--- src/rtl/piezo_arbiter.sv ---
// rtl/piezo_arbiter.sv - fixed-priority arbiter sharing one piezo tone generator
// Define PIEZO_ARB_GAP_EN to insert a silent GAP on every source switch.
module piezo_arbiter #(
  parameter int N_REQ       = 4,
  parameter int PITCH_W     = 32,
  parameter int MIN_HOLD_MS = 20,
  parameter int GAP_MS      = 5
) (
  input  logic                     clk,
  input  logic                     rst,
  input  logic                     i_tick,
  input  logic [N_REQ-1:0]         i_req_en,
  input  logic [N_REQ*PITCH_W-1:0] i_req_pitch,
  input  logic                     i_mute,
  output logic                     o_play_en,
  output logic [PITCH_W-1:0]       o_pitch,
  output logic [N_REQ-1:0]         o_grant,
  output logic                     o_busy
);

  localparam int OW = (N_REQ > 1) ? $clog2(N_REQ) : 1;
  localparam int HW = $clog2(MIN_HOLD_MS + 1);
  localparam int GW = $clog2(GAP_MS + 1);

  typedef enum logic [1:0] {IDLE, PLAY, GAP} state_t;

  state_t         state, state_nxt;
  logic [OW-1:0]  owner, owner_nxt, first_idx;
  logic [HW-1:0]  hold_cnt, hold_nxt, hold_inc;
  logic [GW-1:0]  gap_cnt, gap_nxt, gap_inc;
  logic           any_req, hi_req, owner_req, switch_src;
  logic [N_REQ-1:0]   grant_nxt;
  logic [PITCH_W-1:0] pitch_nxt;
  logic               play_nxt;

  always_comb begin
    any_req   = |i_req_en;
    owner_req = i_req_en[owner];
    first_idx = '0;
    hi_req    = 1'b0;
    for (int k = N_REQ - 1; k >= 0; k--) begin
      if (i_req_en[k]) first_idx = OW'(k);
    end
    for (int k = 0; k < N_REQ; k++) begin
      if (k < int'(owner) && i_req_en[k]) hi_req = 1'b1;
    end
    hold_inc = (i_tick && hold_cnt != HW'(MIN_HOLD_MS)) ? hold_cnt + HW'(1) : hold_cnt;
    gap_inc  = i_tick ? gap_cnt + GW'(1) : gap_cnt;
    // The tick of this cycle counts before the pre-emption check.
    switch_src = !owner_req || (hi_req && hold_inc == HW'(MIN_HOLD_MS));
  end

  always_comb begin
    state_nxt = state;
    owner_nxt = owner;
    hold_nxt  = hold_cnt;
    gap_nxt   = gap_cnt;
    case (state)
      IDLE: begin
        if (any_req) begin
          state_nxt = PLAY;
          owner_nxt = first_idx;
          hold_nxt  = '0;
        end
      end
      PLAY: begin
        hold_nxt = hold_inc;
        if (!owner_req && !any_req) begin
          state_nxt = IDLE;
          hold_nxt  = '0;
        end else if (switch_src) begin
`ifdef PIEZO_ARB_GAP_EN
          state_nxt = GAP;
          gap_nxt   = '0;
`else
          state_nxt = PLAY;
          owner_nxt = first_idx;
          hold_nxt  = '0;
`endif
        end
      end
      GAP: begin
        gap_nxt = gap_inc;
        if (gap_inc == GW'(GAP_MS)) begin
          gap_nxt  = '0;
          hold_nxt = '0;
          if (any_req) begin
            state_nxt = PLAY;
            owner_nxt = first_idx;
          end else begin
            state_nxt = IDLE;
          end
        end
      end
      default: state_nxt = IDLE;
    endcase
  end

  // Outputs are registered from the next state so they line up with it.
  always_comb begin
    grant_nxt = '0;
    pitch_nxt = '0;
    play_nxt  = 1'b0;
    if (state_nxt == PLAY) begin
      grant_nxt[owner_nxt] = 1'b1;
      pitch_nxt = i_req_pitch[int'(owner_nxt)*PITCH_W +: PITCH_W];
      play_nxt  = !i_mute && (pitch_nxt != '0);
    end
  end

  always_ff @(posedge clk) begin
    if (rst) begin
      state     <= IDLE;
      owner     <= '0;
      hold_cnt  <= '0;
      gap_cnt   <= '0;
      o_grant   <= '0;
      o_pitch   <= '0;
      o_play_en <= 1'b0;
    end else begin
      state     <= state_nxt;
      owner     <= owner_nxt;
      hold_cnt  <= hold_nxt;
      gap_cnt   <= gap_nxt;
      o_grant   <= grant_nxt;
      o_pitch   <= pitch_nxt;
      o_play_en <= play_nxt;
    end
  end

  assign o_busy = (state != IDLE);

endmodule
--- config.mk ---
export PLATFORM = sky130hd
export DESIGN_NAME = piezo_arbiter
export DESIGN_NICKNAME = d
export VERILOG_FILES = /design/src/rtl/piezo_arbiter.sv
export SDC_FILE = /design/constraint.sdc
export NUM_CORES = 1
export LEC_CHECK = 0
export ABC_CLOCK_PERIOD_IN_PS = 5400
export BUFFER_PORTS_ARGS = -buffer_cell sky130_fd_sc_hd__buf_4
export CORE_MARGIN = 2
export CORE_UTILIZATION = 30
export DETAILED_ROUTE_END_ITERATION = 16
export MAX_ROUTING_LAYER = met4
export PLACE_DENSITY = 0.6
export SYNTH_ARGS = -nofsm -noshare
export SYNTH_HDL_FRONTEND = slang
export SYNTH_SLANG_ARGS = --single-unit
--- constraint.sdc ---
create_clock -name clk -period 5.4 [get_ports clk]
set_input_delay 1.35 -clock clk [delete_from_list [all_inputs] [get_ports clk]]
set_output_delay 1.35 -clock clk [all_outputs]
set_load 0.01 [all_outputs]
## Word-level counts from Yosys, hierarchy flattened

Cells that the tools add are included.

| operators by class | value |
|---|---|
| reductions and logical operators | 19 |
| $lt $le $gt $ge | 6 |
| mux-type cells | 30 |
| add/sub/neg operators | 2 |
| equal/unequal tests | 8 |
| $mul | 0 |
| div/mod/pow operators | 0 |
| shift operators | 1 |
| bitwise logic cells | 1 |

Operators with widths:

| operator | count |
|---|---|
| 128-bit by 8-bit indexed part select with 32-bit output | 1 |
| 32-bit nonzero test | 1 |
| 5-bit two-way mux | 5 |
| 2-bit two-way mux | 12 |
| 5-bit one-hot mux with 3 select lines | 1 |
| 2-bit one-hot mux with 3 select lines | 2 |
| 1-bit logical AND | 8 |
| 2-bit by 3-bit < comparator with 1-bit output, second input constant | 2 |
| 1-bit two-way mux | 6 |
| 3-bit two-way mux | 2 |
| 5-bit by 1-bit adder with 5-bit output, second input constant | 1 |
| 5-bit == test, second input constant | 1 |
| 5-bit != test, second input constant | 1 |
| 2-bit by 1-bit == test with 1-bit output, second input constant | 2 |
| 1-bit by 2-bit < comparator with 1-bit output, first input constant | 2 |
| 2-bit != test, second input constant | 2 |
| 4-bit OR reduction | 1 |
| 3-bit by 1-bit adder with 3-bit output, second input constant | 1 |
| 3-bit == test, second input constant | 1 |
| 1-bit logical NOT | 3 |
| 3-bit AND reduction | 1 |
| 3-bit nonzero test | 1 |
| 1-bit binary-select mux with 2-bit select | 1 |
| 1-bit demux with 2-bit select | 1 |
| other kinds (8) | 8 |

| storage, ports and cells | value |
|---|---|
| latch bits | 0 |
| output and inout bits | 38 |
| memory bits (read-only) | 0 |
| memories | 0 |
| input port bits | 136 |
| memory bits (writable) | 0 |
| word-level logic and storage cells | 74 |
| flip-flop bits (word level) | 49 |

## Logic depth before layout (Yosys ltp)

| depth | value |
|---|---|
| word-level depth | 14 |
| gate-level depth with buffers | 12 |
| depth with buffers taken out | 11 |

## Worst setup path before layout

Ideal clock, no wire load.

| timing path | value |
|---|---|
| kind | input -> register |
| start point | input i_tick |
| end point | register o_play_en |
| library setup time | 115 ps |
| data required time | 5285 ps |
| cell stages on the path | 10 |
| buffers on the path | 1 |
| setup slack | 1117 ps |
| arrival time | 4168 ps |
| cells stage by stage | and4_4 > mux2i_1 > nand4b_4 > or3_1 > a311oi_4 > buf_6 > mux4_2 > nor4_2 > nand4_1 > o21a_1 |

| on the way | value |
|---|---|
| word-level cells in the longest chain between the ends | 11 |
| elaborated cells between the ends (all ways) | 21 |
| classes of those cells | 3 x eq/ne; 1 x shift; 10 x mux; 1 x bitwise; 6 x reduce/logical |

RTL lines:

| element | RTL line | RTL |
|---|---|---|
| from (decl) | 11 | `input logic i_tick,` |
| 1-bit logical AND | 47 | `hold_inc = (i_tick && hold_cnt != HW'(MIN_HOLD_MS)) ? hold_cnt + HW'(1) : hold_cnt;` |
| 5-bit two-way mux | 47 |  |
| 5-bit == test | 50 | `switch_src = !owner_req \|\| (hi_req && hold_inc == HW'(MIN_HOLD_MS));` |
| 1-bit logical AND | 50 |  |
| 1-bit logical OR | 50 |  |
| 2-bit two-way mux | 71 | `end else if (switch_src) begin` |
| 2-bit two-way mux | 68 | `if (!owner_req && !any_req) begin` |
| 2-bit one-hot mux with 3 select lines | 58 | `case (state)` |
| 128-bit by 8-bit indexed part select with 32-bit output or 2-bit by 1-bit == test with 1-bit output (tied branches) | 106, 104 |  |
| 32-bit nonzero test or 1-bit NOT (tied branches) | n/a |  |
| 1-bit logical AND or 2-bit OR reduction (tied branches) | n/a |  |
| to (signal assigned) | 127 | `o_play_en <= play_nxt;` |
| to (decl) | 15 | `output logic o_play_en,` |

Several ways; a longest one is shown, not always the timed one.
A chain may end at the register's enable or synchronous reset.

## Final worst setup path

Same ends and word-level chain as after synthesis.

==> impl_metrics.json <==
{
  "vdd_drop_max_mv": 0.101,
  "tightest_slew_ps": 770,
  "critPathSlowestCell": "mux4_1",
  "grt_use_total_pct": 16.2,
  "portBuffers": 173,
  "slew_violations": 0,
  "via_count": 2578,
  "critPathTopFamily": "simple AND/OR/NAND/NOR gates",
  "drive_gt1_share_pct": 54.0,
  "stdcell_area_um2": 4280,
  "dieArea_um2": 10100,
  "pwr-share-seq_pct": 43.0,
  "cts_setup_buffers": 0,
  "worstRegToRegCells": 11,
  "rows": 35,
  "synth.distinct_cells": 47,
  "fin_crit_sh_pct": 81.6,
  "clk_pin_slew_ps": 90,
  "syn_area_per_cell_um2": 11.6,
  "final_common_cell": "buf_4",
  "nets": 549,
  "cellLeakagePower_nw": 1.89,
  "wl_met1_um": 3380,
  "hold_depth": 2,
  "r2r_end": "o_play_en",
  "yosysWarnings": 0,
  "diodes": 0,
  "htreeDepth": 2,
  "routed.top_layer": "met4",
  "grt_pass1_wl_um": 12300,
  "status": "finished clean",
  "dr_wl_met3_um": 378,
  "seq_area_frac_synth_pct": 35.1,
  "wl_per_cell_um": 16.4,
  "clkPwrFrac_pct": 23.4,
  "grt_pass1_vias": 2443,
  "cts_buffer_depth": 2,
  "r2r_start": "gap_cnt[0]",
  "area_growth_pct": 53.3,
  "p_int_mw": 0.673,
  "ios": 174,
  "postPlaceCellArea_um2": 4200,
  "timing.final.ws_setup_ps": 996,
  "finalPower_mw": 0.935,
  "p_per_area_nw_per_um2": 218,
  "crit_path_end_kind": "flip-flop",
  "cts_tree": "built",
  "grt_max_degree": 38,
  "synth_edf_count": 0,
  "gr-total-overflow": 0,
  "layout_common_cells": "buf_4 (174), dfxtp_1 (49), and2_1 (32)",
  "fmax_mhz": 227,
  "final.min_clock_period_ps": 4400,
  "dpl.hpwl_um": 6940,
  "finalClockSkew_ps": 8.93,
  "synth-seq-cells": 49,
  "nFillCells": 849,
  "die_width_um": 101,
  "ys.flop_type": "dfxtp_1",
  "combPwrFrac_pct": 33.6,
  "rsz0062_at_grt": "false",
  "slowest_delay_ps": 630,
  "holdPathEnd": "gap_cnt[1]",
  "tns_ps": 0,
  "r2r_slack_ps": 1630,
  "ctsResizeCount": 0,
  "clockRootBuffer": "clkbuf_8",
  "post-place-ws_ps": 658,
  "postSynthCellCount": 241,
  "holdWs_ps": 497,
  "critPathMaxFanout": 36,
  "hp-start": "gap_cnt[1]",
  "synth_nets": 380,
  "vias_per_cell": 4.94,
  "gp_congestion": 0.777,
  "crit_path_start_kind": "primary input",
  "path_buf_inv": 2,
  "met2WireLength_um": 4710,
  "synth_area_um2": 2790,
  "path_cells": "buf_4, and4_4, mux2i_1, nand4b_4, or3_1, a311oi_4, buf_12, mux4_1, nor4_1, nand4_1, o21a_1",
  "cp.required_ps": 5600,
  "antenna_found_initial": 0,
  "timing.slew.headroom_pct": 48.6,
  "synth-async-reset-ratio_pct": 0,
  "clkSinkCount": 49,
  "firstDrtPassIters": 4,
  "hold_viol_final": 0,
  "drc": 0,
  "clk_latency_ps": 300,
  "cts_hold_buf": 0,
  "drtIter0Drc": 89,
  "setup_viol": 0,
  "swShare_pct": 28.0,
  "drt_wl_total_um": 8540,
  "core_um2": 9150,
  "power.switching_mw": 0.262,
  "cp.arrival_ps": 4610,
  "start_util_pct": 30.5,
  "maxCapViolations": 0,
  "worstSetupPathType": "in2reg",
  "die_h_um": 101,
  "cts_made_buffers": 5,
  "ant_nets": 0,
  "hp-class": "reg2reg"
}
[per-stage QoR]
step / utilization, % / instances
5_1_grt: 46.8 / 522
3_3_place_gp: 45.9 / 514
6_report: 46.8 / 522
2_1_floorplan: - / 241
4_1_cts: 46.8 / 522
3_5_place_dp: 45.9 / 514
[how the worst max path moves through the flow]
stage | endpoint | cells past startpoint | startpoint | slack [ps]
floorplan | o_play_en | 10 | i_tick | 1120
global placement | o_play_en | 11 | i_tick | 730
detailed placement | o_play_en | 11 | i_tick | 660
CTS | o_play_en | 11 | i_tick | 980
global route | o_play_en | 11 | i_tick | 820
finish | o_play_en | 11 | i_tick | 1000
[cells by family after synthesis]
logic type,after synthesis,synth area share [%]
AOI/OAI and AO/OA,36,10.3
xor gates and xnor gates,2,0.627
adders and majority gates,3,1.34
buffers and inverters,23,3.99
DFF,49,35.1
muxes,36,28.5
and+or+nand+nor,92,20.1
[layer usage]
metal	global-route usage, %	vias to the layer above
li1	-	1252
met1	18.8	1239
met2	29.6	81
met3	2.70	6
met4	3.16	0
met5	-	-
[synth_stat cells, types with 2 or more instances]
library cell / instances / area share (%)
nand2b_1: 3 / 0.67
nand2_1: 4 / 0.54
and3_1: 3 / 0.67
nand3_1: 2 / 0.36
mux4_1: 6 / 5.6
nor2_1: 17 / 2.3
buf_6: 2 / 0.81
buf_4: 2 / 0.54
nor4_2: 3 / 1.3
inv_1: 10 / 1.3
nand4_1: 3 / 0.67
nor3_1: 8 / 1.4
and2_1: 32 / 7.2
nor4_1: 7 / 1.6
o21ai_0: 7 / 1.3
o21a_1: 2 / 0.54
nor2b_1: 3 / 0.67
mux2i_1: 3 / 1.1
dfxtp_1: 49 / 35
xor2_1: 2 / 0.63
a32oi_1: 2 / 0.63
clkbuf_1: 7 / 0.94
ha_1: 3 / 1.3
a21oi_1: 11 / 2.0
buf_2: 2 / 0.36
mux4_2: 27 / 22
[worst reg2reg max path, stage by stage (launching register included)]
cell	delay (ps)
dfxtp_1	470
ha_1	300
nor3b_2	260
a32oi_1	190
o21ai_0	310
a21boi_1	150
a311oi_4	270
buf_12	310
mux4_1	640
nor4_1	340
nand4_1	210
o21a_1	220
[power groups by stage]
stage | sequential [mW] | clock [mW] | combinational, mW
floorplan | 0.424 | 0 | 0.151
global placement | 0.411 | 0 | 0.315
detailed placement | 0.411 | 0 | 0.319
CTS | 0.403 | 0.226 | 0.319
global route | 0.405 | 0.237 | 0.338
finish | 0.402 | 0.219 | 0.314
[state kept, by name, summed over array words and instances (netlist names)]
register,count
o_play_en,1
gap_cnt,3
o_pitch,32
o_grant,4
state,2
owner,2
hold_cnt,5
[cell type report]
class	count	area (µm²)	area share, %
clock inverters	2	15.0	0.350
well taps	111	139	3.24
repair buffers	175	1330	31.0
flip-flops and latches	49	981	22.9
clock buffers	6	72.6	1.69
inverters	10	37.5	0.876
multi-input cells	169	1710	40.0
(Power assumes the default switching activity.)
